--- src/rtl/sar_controller_if.sv ---
// sar_controller_if: control, DAC and result signals between the SAR engine and its surroundings
interface sar_controller_if;
   logic        enable;
   logic [1:0]  resolution;
   logic        start;
   logic        comp_out;
   logic        sample_en;
   logic        dac_enable;
   logic [15:0] sar_data;
   logic        busy;
   logic        done;
   logic [15:0] result;
   logic        result_valid;
   modport master (
      input  enable, resolution, start, comp_out,
      output sample_en, dac_enable, sar_data, busy, done, result, result_valid
   );
   modport slave (
      output enable, resolution, start, comp_out,
      input  sample_en, dac_enable, sar_data, busy, done, result, result_valid
   );
endinterface

--- src/rtl/sar_controller.sv ---
// sar_controller: successive-approximation search engine driving a binary-weighted DAC
module sar_controller #(
   parameter int SAMPLE_CYCLES = 4,
   parameter int SETTLE_CYCLES = 3
) (
   input logic             clk,
   input logic             reset,
   sar_controller_if.master bus
);
   localparam int CMAX = SAMPLE_CYCLES > SETTLE_CYCLES ? SAMPLE_CYCLES : SETTLE_CYCLES;
   localparam int CW = CMAX > 1 ? $clog2(CMAX) : 1;
   localparam logic [CW-1:0] SAMP_LAST = CW'(SAMPLE_CYCLES - 1);
   localparam logic [CW-1:0] SETL_LAST = CW'(SETTLE_CYCLES - 1);
   typedef enum logic [2:0] {IDLE, SAMPLE, TRIAL, SETTLE, DECIDE, DONE} state_t;
   state_t          state_q, state_d;
   logic [CW-1:0]   cnt_q, cnt_d;
   logic [3:0]      k_q, k_d;
   logic [15:0]     sar_data_q, sar_data_d;
   logic [15:0]     result_q, result_d;
   logic            result_valid_q, result_valid_d;
   always_ff @(posedge clk or posedge reset) begin
      if (reset) begin
         state_q        <= IDLE;
         cnt_q          <= '0;
         k_q            <= '0;
         sar_data_q     <= '0;
         result_q       <= '0;
         result_valid_q <= 1'b0;
      end else begin
         state_q        <= state_d;
         cnt_q          <= cnt_d;
         k_q            <= k_d;
         sar_data_q     <= sar_data_d;
         result_q       <= result_d;
         result_valid_q <= result_valid_d;
      end
   end
   // Only bits at or below the starting index are ever set, so the unused top bits stay zero.
   always_comb begin
      state_d        = state_q;
      cnt_d          = cnt_q;
      k_d            = k_q;
      sar_data_d     = sar_data_q;
      result_d       = result_q;
      result_valid_d = result_valid_q;
      if (state_q != IDLE && !bus.enable) begin
         state_d    = IDLE;
         sar_data_d = '0;
      end else begin
         case (state_q)
            IDLE: if (bus.start && bus.enable) begin
               state_d        = SAMPLE;
               cnt_d          = '0;
               sar_data_d     = '0;
               result_valid_d = 1'b0;
               k_d            = bus.resolution == 2'b00 ? 4'd11 : bus.resolution == 2'b01 ? 4'd13 : 4'd15;
            end
            SAMPLE: begin
               state_d = cnt_q == SAMP_LAST ? TRIAL : SAMPLE;
               cnt_d   = cnt_q + 1'b1;
            end
            TRIAL: begin
               sar_data_d[k_q] = 1'b1;
               state_d         = SETTLE;
               cnt_d           = '0;
            end
            SETTLE: begin
               state_d = cnt_q == SETL_LAST ? DECIDE : SETTLE;
               cnt_d   = cnt_q + 1'b1;
            end
            DECIDE: begin
               sar_data_d[k_q] = bus.comp_out;
               state_d         = k_q == 4'd0 ? DONE : TRIAL;
               k_d             = k_q - 1'b1;
               // Capture here so result and result_valid rise together with done.
               if (k_q == 4'd0) begin
                  result_d       = sar_data_d;
                  result_valid_d = 1'b1;
               end
            end
            DONE: begin
               state_d    = IDLE;
               sar_data_d = '0;
            end
            default: state_d = IDLE;
         endcase
      end
   end
   assign bus.sample_en    = state_q == SAMPLE;
   assign bus.dac_enable   = state_q inside {SAMPLE, TRIAL, SETTLE, DECIDE};
   assign bus.busy         = state_q != IDLE;
   assign bus.done         = state_q == DONE;
   assign bus.sar_data     = sar_data_q;
   assign bus.result       = result_q;
   assign bus.result_valid = result_valid_q;
endmodule

--- src/flat_wrapper.sv ---
// flat-port wrapper written by rule: the top's interface ports become plain ports
module sar_controller_flat 
#(
   parameter int SAMPLE_CYCLES = 4,
   parameter int SETTLE_CYCLES = 3
)
  (clk, reset, bus_enable, bus_resolution, bus_start, bus_comp_out, bus_sample_en, bus_dac_enable, bus_sar_data, bus_busy, bus_done, bus_result, bus_result_valid);
  sar_controller_if bus_i ();
  input logic clk;
  input logic reset;
  input wire logic [$bits(bus_i.enable)-1:0] bus_enable;
  input wire logic [$bits(bus_i.resolution)-1:0] bus_resolution;
  input wire logic [$bits(bus_i.start)-1:0] bus_start;
  input wire logic [$bits(bus_i.comp_out)-1:0] bus_comp_out;
  output wire logic [$bits(bus_i.sample_en)-1:0] bus_sample_en;
  output wire logic [$bits(bus_i.dac_enable)-1:0] bus_dac_enable;
  output wire logic [$bits(bus_i.sar_data)-1:0] bus_sar_data;
  output wire logic [$bits(bus_i.busy)-1:0] bus_busy;
  output wire logic [$bits(bus_i.done)-1:0] bus_done;
  output wire logic [$bits(bus_i.result)-1:0] bus_result;
  output wire logic [$bits(bus_i.result_valid)-1:0] bus_result_valid;
  assign bus_i.enable = bus_enable;
  assign bus_i.resolution = bus_resolution;
  assign bus_i.start = bus_start;
  assign bus_i.comp_out = bus_comp_out;
  assign bus_sample_en = bus_i.sample_en;
  assign bus_dac_enable = bus_i.dac_enable;
  assign bus_sar_data = bus_i.sar_data;
  assign bus_busy = bus_i.busy;
  assign bus_done = bus_i.done;
  assign bus_result = bus_i.result;
  assign bus_result_valid = bus_i.result_valid;
  sar_controller #(.SAMPLE_CYCLES(SAMPLE_CYCLES), .SETTLE_CYCLES(SETTLE_CYCLES)) u_core (.clk(clk), .reset(reset), .bus(bus_i));
endmodule
--- config.mk ---
export PLATFORM = sky130hd
export DESIGN_NAME = sar_controller_flat
export DESIGN_NICKNAME = d
export VERILOG_FILES = /design/src/rtl/sar_controller_if.sv /design/src/rtl/sar_controller.sv /design/src/flat_wrapper.sv
export SDC_FILE = /design/constraint.sdc
export NUM_CORES = 1
export LEC_CHECK = 0
export CELL_PAD_IN_SITES_DETAIL_PLACEMENT = 1
export CELL_PAD_IN_SITES_GLOBAL_PLACEMENT = 2
export CORE_ASPECT_RATIO = 0.7
export CORE_UTILIZATION = 43
export DETAILED_ROUTE_END_ITERATION = 10
export DONT_BUFFER_PORTS = 1
export HOLD_SLACK_MARGIN = 0.05
export PLACE_DENSITY = 0.89
export SETUP_SLACK_MARGIN = 0.3
export SLEW_MARGIN = 20
export SYNTH_ARGS = -nofsm -noshare
export SYNTH_HDL_FRONTEND = slang
export SYNTH_SLANG_ARGS = --single-unit
--- constraint.sdc ---
create_clock -name clk -period 3.75 [get_ports clk]
set_clock_uncertainty 0.05 [all_clocks]
set_input_delay 1.125 -clock clk [delete_from_list [all_inputs] [get_ports clk]]
set_output_delay 1.125 -clock clk [all_outputs]
set_load 0.05 [all_outputs]
# Word-level counts from Yosys, hierarchy flattened
# Index checks and enable logic that the tools add are counted.
# op_classes
addsub	2
order_cmp	2
eq_ne	11
n_mux	21
n_bitwise	2
reduce_logical	18
# op_table
op	n
case mux 16 bit (4 select lines)	1
two-way mux 16 bit	2
bitwise mux 16 bit	1
bitwise OR 16 bit	1
case mux 3 bit (5 select lines)	1
two-way mux 3 bit	4
AND reduction 3 bit	3
two-way mux 4 bit	2
case mux 4 bit (2 select lines)	1
== test 3 x 2 -> 1 bit (second input constant)	2
== test 3 bit (second input constant)	2
two-way mux 2 bit	3
case mux 2 bit (3 select lines)	1
nonzero test 3 bit	2
< comparator 4 x 5 -> 1 bit (second input constant)	1
nonzero test 5 bit	1
demux 1 bit (select 4 bit)	1
== test 2 bit (second input constant)	2
>= comparator 4 x 1 -> 1 bit (second input constant)	1
logical NOT 4 bit	1
inequality test 2 x 1 -> 1 bit (second input constant)	2
AND reduction 4 bit	1
nonzero test 4 bit	1
subtractor 4 x 1 -> 4 bit (second input constant)	1
other kinds (14)	18
# totals
regBits	42
input_bits	7
wordCells	62

# Depth between registers and ports, before layout
# depth
word_depth	7
depth_mapped	7

# Worst setup path after synthesis
# No wires, ideal clock.
# synth_timing
path_type	flip-flop to output port
from	register u_core.state_q[1]
to	output bus_done
arrival_ns	1.746
required_time_ns	2.575
setup_slack_ns	0.829
path_stages_with_launch	4
cell_sequence	dfrtp_1 buf_2 buf_2 nor3_1
# synth_via
elab_chain_cells	1
# synth_lines
item	line_no	source
from (decl)	sar_controller.sv:15	state_t state_q, state_d;
from (signal assigned)	sar_controller.sv:30	state_q <= state_d;
== test 3 bit	sar_controller.sv:92	assign bus.done = state_q == DONE;
to (decl)	flat_wrapper.sv:19	output wire logic [$bits(bus_i.done)-1:0] bus_done;
# No other way between the ends.

# Final worst setup path
# layout_timing
from	register u_core.state_q[2]
to	output bus_done
# Same word-level chain as after synthesis.

==> flow_summary.toml <==
[outcome]
status = "complete, no violations"

[clocking]
cts_tree = "built"
postCtsSetupBuffers = 0
hold_buffers = 0
clk_latency_ns = 0.31
cts_buffers = 5
cts_root_buffer = "clkbuf_8"
h-tree-depth = 2
cts.repair.resized = 0
clock_path_buffers = 2
clk_pin_slew_ns = 0.10
cts_sinks = 42

[drt]
detail-route-antenna-nets = 0
drcViolationCount = 0
drt_iter0_drc = 66
wl_per_cell_um = 18.6
firstDrtPassIters = 4
via_per_inst = 5.94
routed-via-count = 1853
wl_mm = 5.80

[worst_hold_path]
worstHoldPathCells = 1
min_path_type = "flip-flop to flip-flop"

[synth]
netlist_area_um2 = 2530
syn_inst = 245
synth_nets = 260
ys_seq_area_share_pct = 41.5
ys_warn_count = 0
synth.distinct_cells = 46
synth.ff_latch_count = 42
synth.avg_cell_area_um2 = 10.3

[sta]
finalMaxSlewViolations = 0
rsz0062_at_grt = "false"
fmax_mhz = 360
setup_viol = 0
tightest_slew_ns = 0.803
fin_crit_sh_pct = 74.0
fin_crit_ns = 2.78
hold_viol_final = 0
tns_ns = 0
maxSlewHeadroom_pct = 46.5

[setup_path]
worst_setup_path_end_kind = "primary output"
criticalPathCategory = "flip-flop to primary output"
reg2reg_depth = 5
arrival_ns = 1.60
cp_data_required_time_ns = 2.57
critPathMaxFanout = 15
crit_path_start_kind = "flip-flop"

[cells_and_area]
final_cell_mix = "dfrtp_1, mux2_2, inv_1"
drive_above_1_share_pct = 17.5
diodes = 0
layout.nets = 254
area_delta_synth_final_pct = 4.99
fill_cells = 615
stdcell_count = 312
mostFrequentLayoutCell = "dfrtp_1"

[floorplanning]
die_area_um2 = 6210
dieHeight_um = 66.2
initial_utilization_pct = 46.5
core_um2 = 5450
io_pins = 44
die_w_um = 93.8
std_cell_rows = 22

[global_route]
antenna_found_initial = 0
grt.total_usage_pct = 20.7
grt_pass1_wl_mm = 9.70
grt_max_degree = 28
grt_pass1_vias = 1911
grt-ovfl-total = 0

[power_and_ir_drop]
leakage_nw = 1.17
peakVddDrop_mv = 0.205
power_per_cell_area_nw_per_um2 = 354

[placement]
placed_cells = 304
io_buffers = 0
gp_congestion = 0.763
dp_hpwl_mm = 4.12

[run]
maxCapViolations = 0
critical path: stages (launching register included):
cell     delay (ns)
dfrtp_1        0.67
inv_1          0.22
nor3_1         0.17
buf_4          0.22
power breakdown:
group	internal (mW)	total, mW	switching [mW]
registers	0.463	0.496	0.0330
logic	0.0529	0.140	0.0868
clock network	0.132	0.305	0.173
total	0.648	0.941	0.293
logic make-up after synthesis:
| logic type | Yosys count | share of synthesized area [%] |
|---|---|---|
| adders and majority gates | 8 | 3.95 |
| DFF | 42 | 41.5 |
| and+or+nand+nor | 66 | 15.8 |
| muxes | 33 | 14.6 |
| buffers and inverters | 42 | 7.31 |
| xor gates and xnor gates | 2 | 0.691 |
| AOI/OAI and AO/OA | 52 | 16.2 |
stage by stage:
stage | worst slack [ns] | util [%] | total power, mW | hold WS [ns] | cell area (µm²)
finish | 0.974 | 48.8 | 0.941 | 0.514 | 2660
global placement | 1.26 | 47.2 | 0.641 | 0.486 | 2570
floorplan | 0.829 | - | 0.612 | 0.454 | 2530
CTS | 0.984 | 48.8 | 0.947 | 0.513 | 2660
global route | 0.881 | 48.8 | 0.981 | 0.558 | 2660
detailed placement | 1.13 | 47.2 | 0.646 | 0.487 | 2570
cells in the mapped netlist (all sizes together):
master	instances	area share, %
nand2b	1	0.25
nor2b	6	1.5
o311ai	1	0.35
a21oi	4	0.79
or2	1	0.25
buf	13	3.0
o31ai	3	0.89
o2111ai	8	2.8
nand4b	1	0.35
nor3	4	0.99
a2bb2oi	1	0.35
nand3	4	0.79
and3	6	1.5
o2bb2ai	2	0.69
o221ai	14	4.8
nand3b	8	2.4
ha	8	3.9
a31oi	1	0.25
a2111oi	1	0.59
nand2	18	2.7
mux2i	2	0.79
clkbuf	7	1.0
xor2	1	0.35
mux2	31	14
inv	22	3.3
or3b	3	1.1
a41oi	1	0.35
dfrtp	42	41
nand4	3	0.74
xnor2	1	0.35
a21o	1	0.30
or3	1	0.25
o211ai	8	2.4
nor2	3	0.44
o32a	1	0.39
nor3b	4	1.6
and3b	3	1.0
o21ai	5	0.99
a22o	1	0.35
area by class of cell:
cell class                 count  area (µm²)  area share, %
inverter                      22        82.6           3.10
tap                           72        90.1           3.39
clock buffer                   6        72.6           2.73
clock inverter                 2        13.8          0.517
multi-input combinational    161        1300           48.8
sequential                    42        1050           39.5
timing repair buffer           7        52.6           1.97
final timing paths:
path | slack, ns | from | to
max | 0.97 | u_core.state_q[2]$_DFFE_PP0P_ | bus_done
min | 0.51 | u_core.cnt_q[1]$_DFFE_PP0P_ | u_core.cnt_q[1]$_DFFE_PP0P_
max reg2reg | 1.17 | u_core.k_q[0]$_DFFE_PP0P_ | u_core.bus.result[14]$_DFFE_PP0P_
min reg2reg | 0.51 | u_core.cnt_q[1]$_DFFE_PP0P_ | u_core.cnt_q[1]$_DFFE_PP0P_
max in group asynchronous | 2.25 | reset | u_core.k_q[3]$_DFFE_PP0P_
min in group asynchronous | 0.68 | reset | u_core.bus.result[2]$_DFFE_PP0P_
state kept, by name, indices dropped and copies added (netlist names):
register / count
u_core.state_q: 3
u_core.cnt_q: 2
u_core.bus.result_valid: 1
u_core.bus.result: 16
u_core.bus.sar_data: 16
u_core.k_q: 4
metal layers:
metal	global-route usage (%)	share of wire [%]
met3	5.17	5.9
met4	6.35	1.3
met2	29.7	41
met5	0	0
met1	30.1	52
Note: power is estimated with default switching activity, not from simulation.
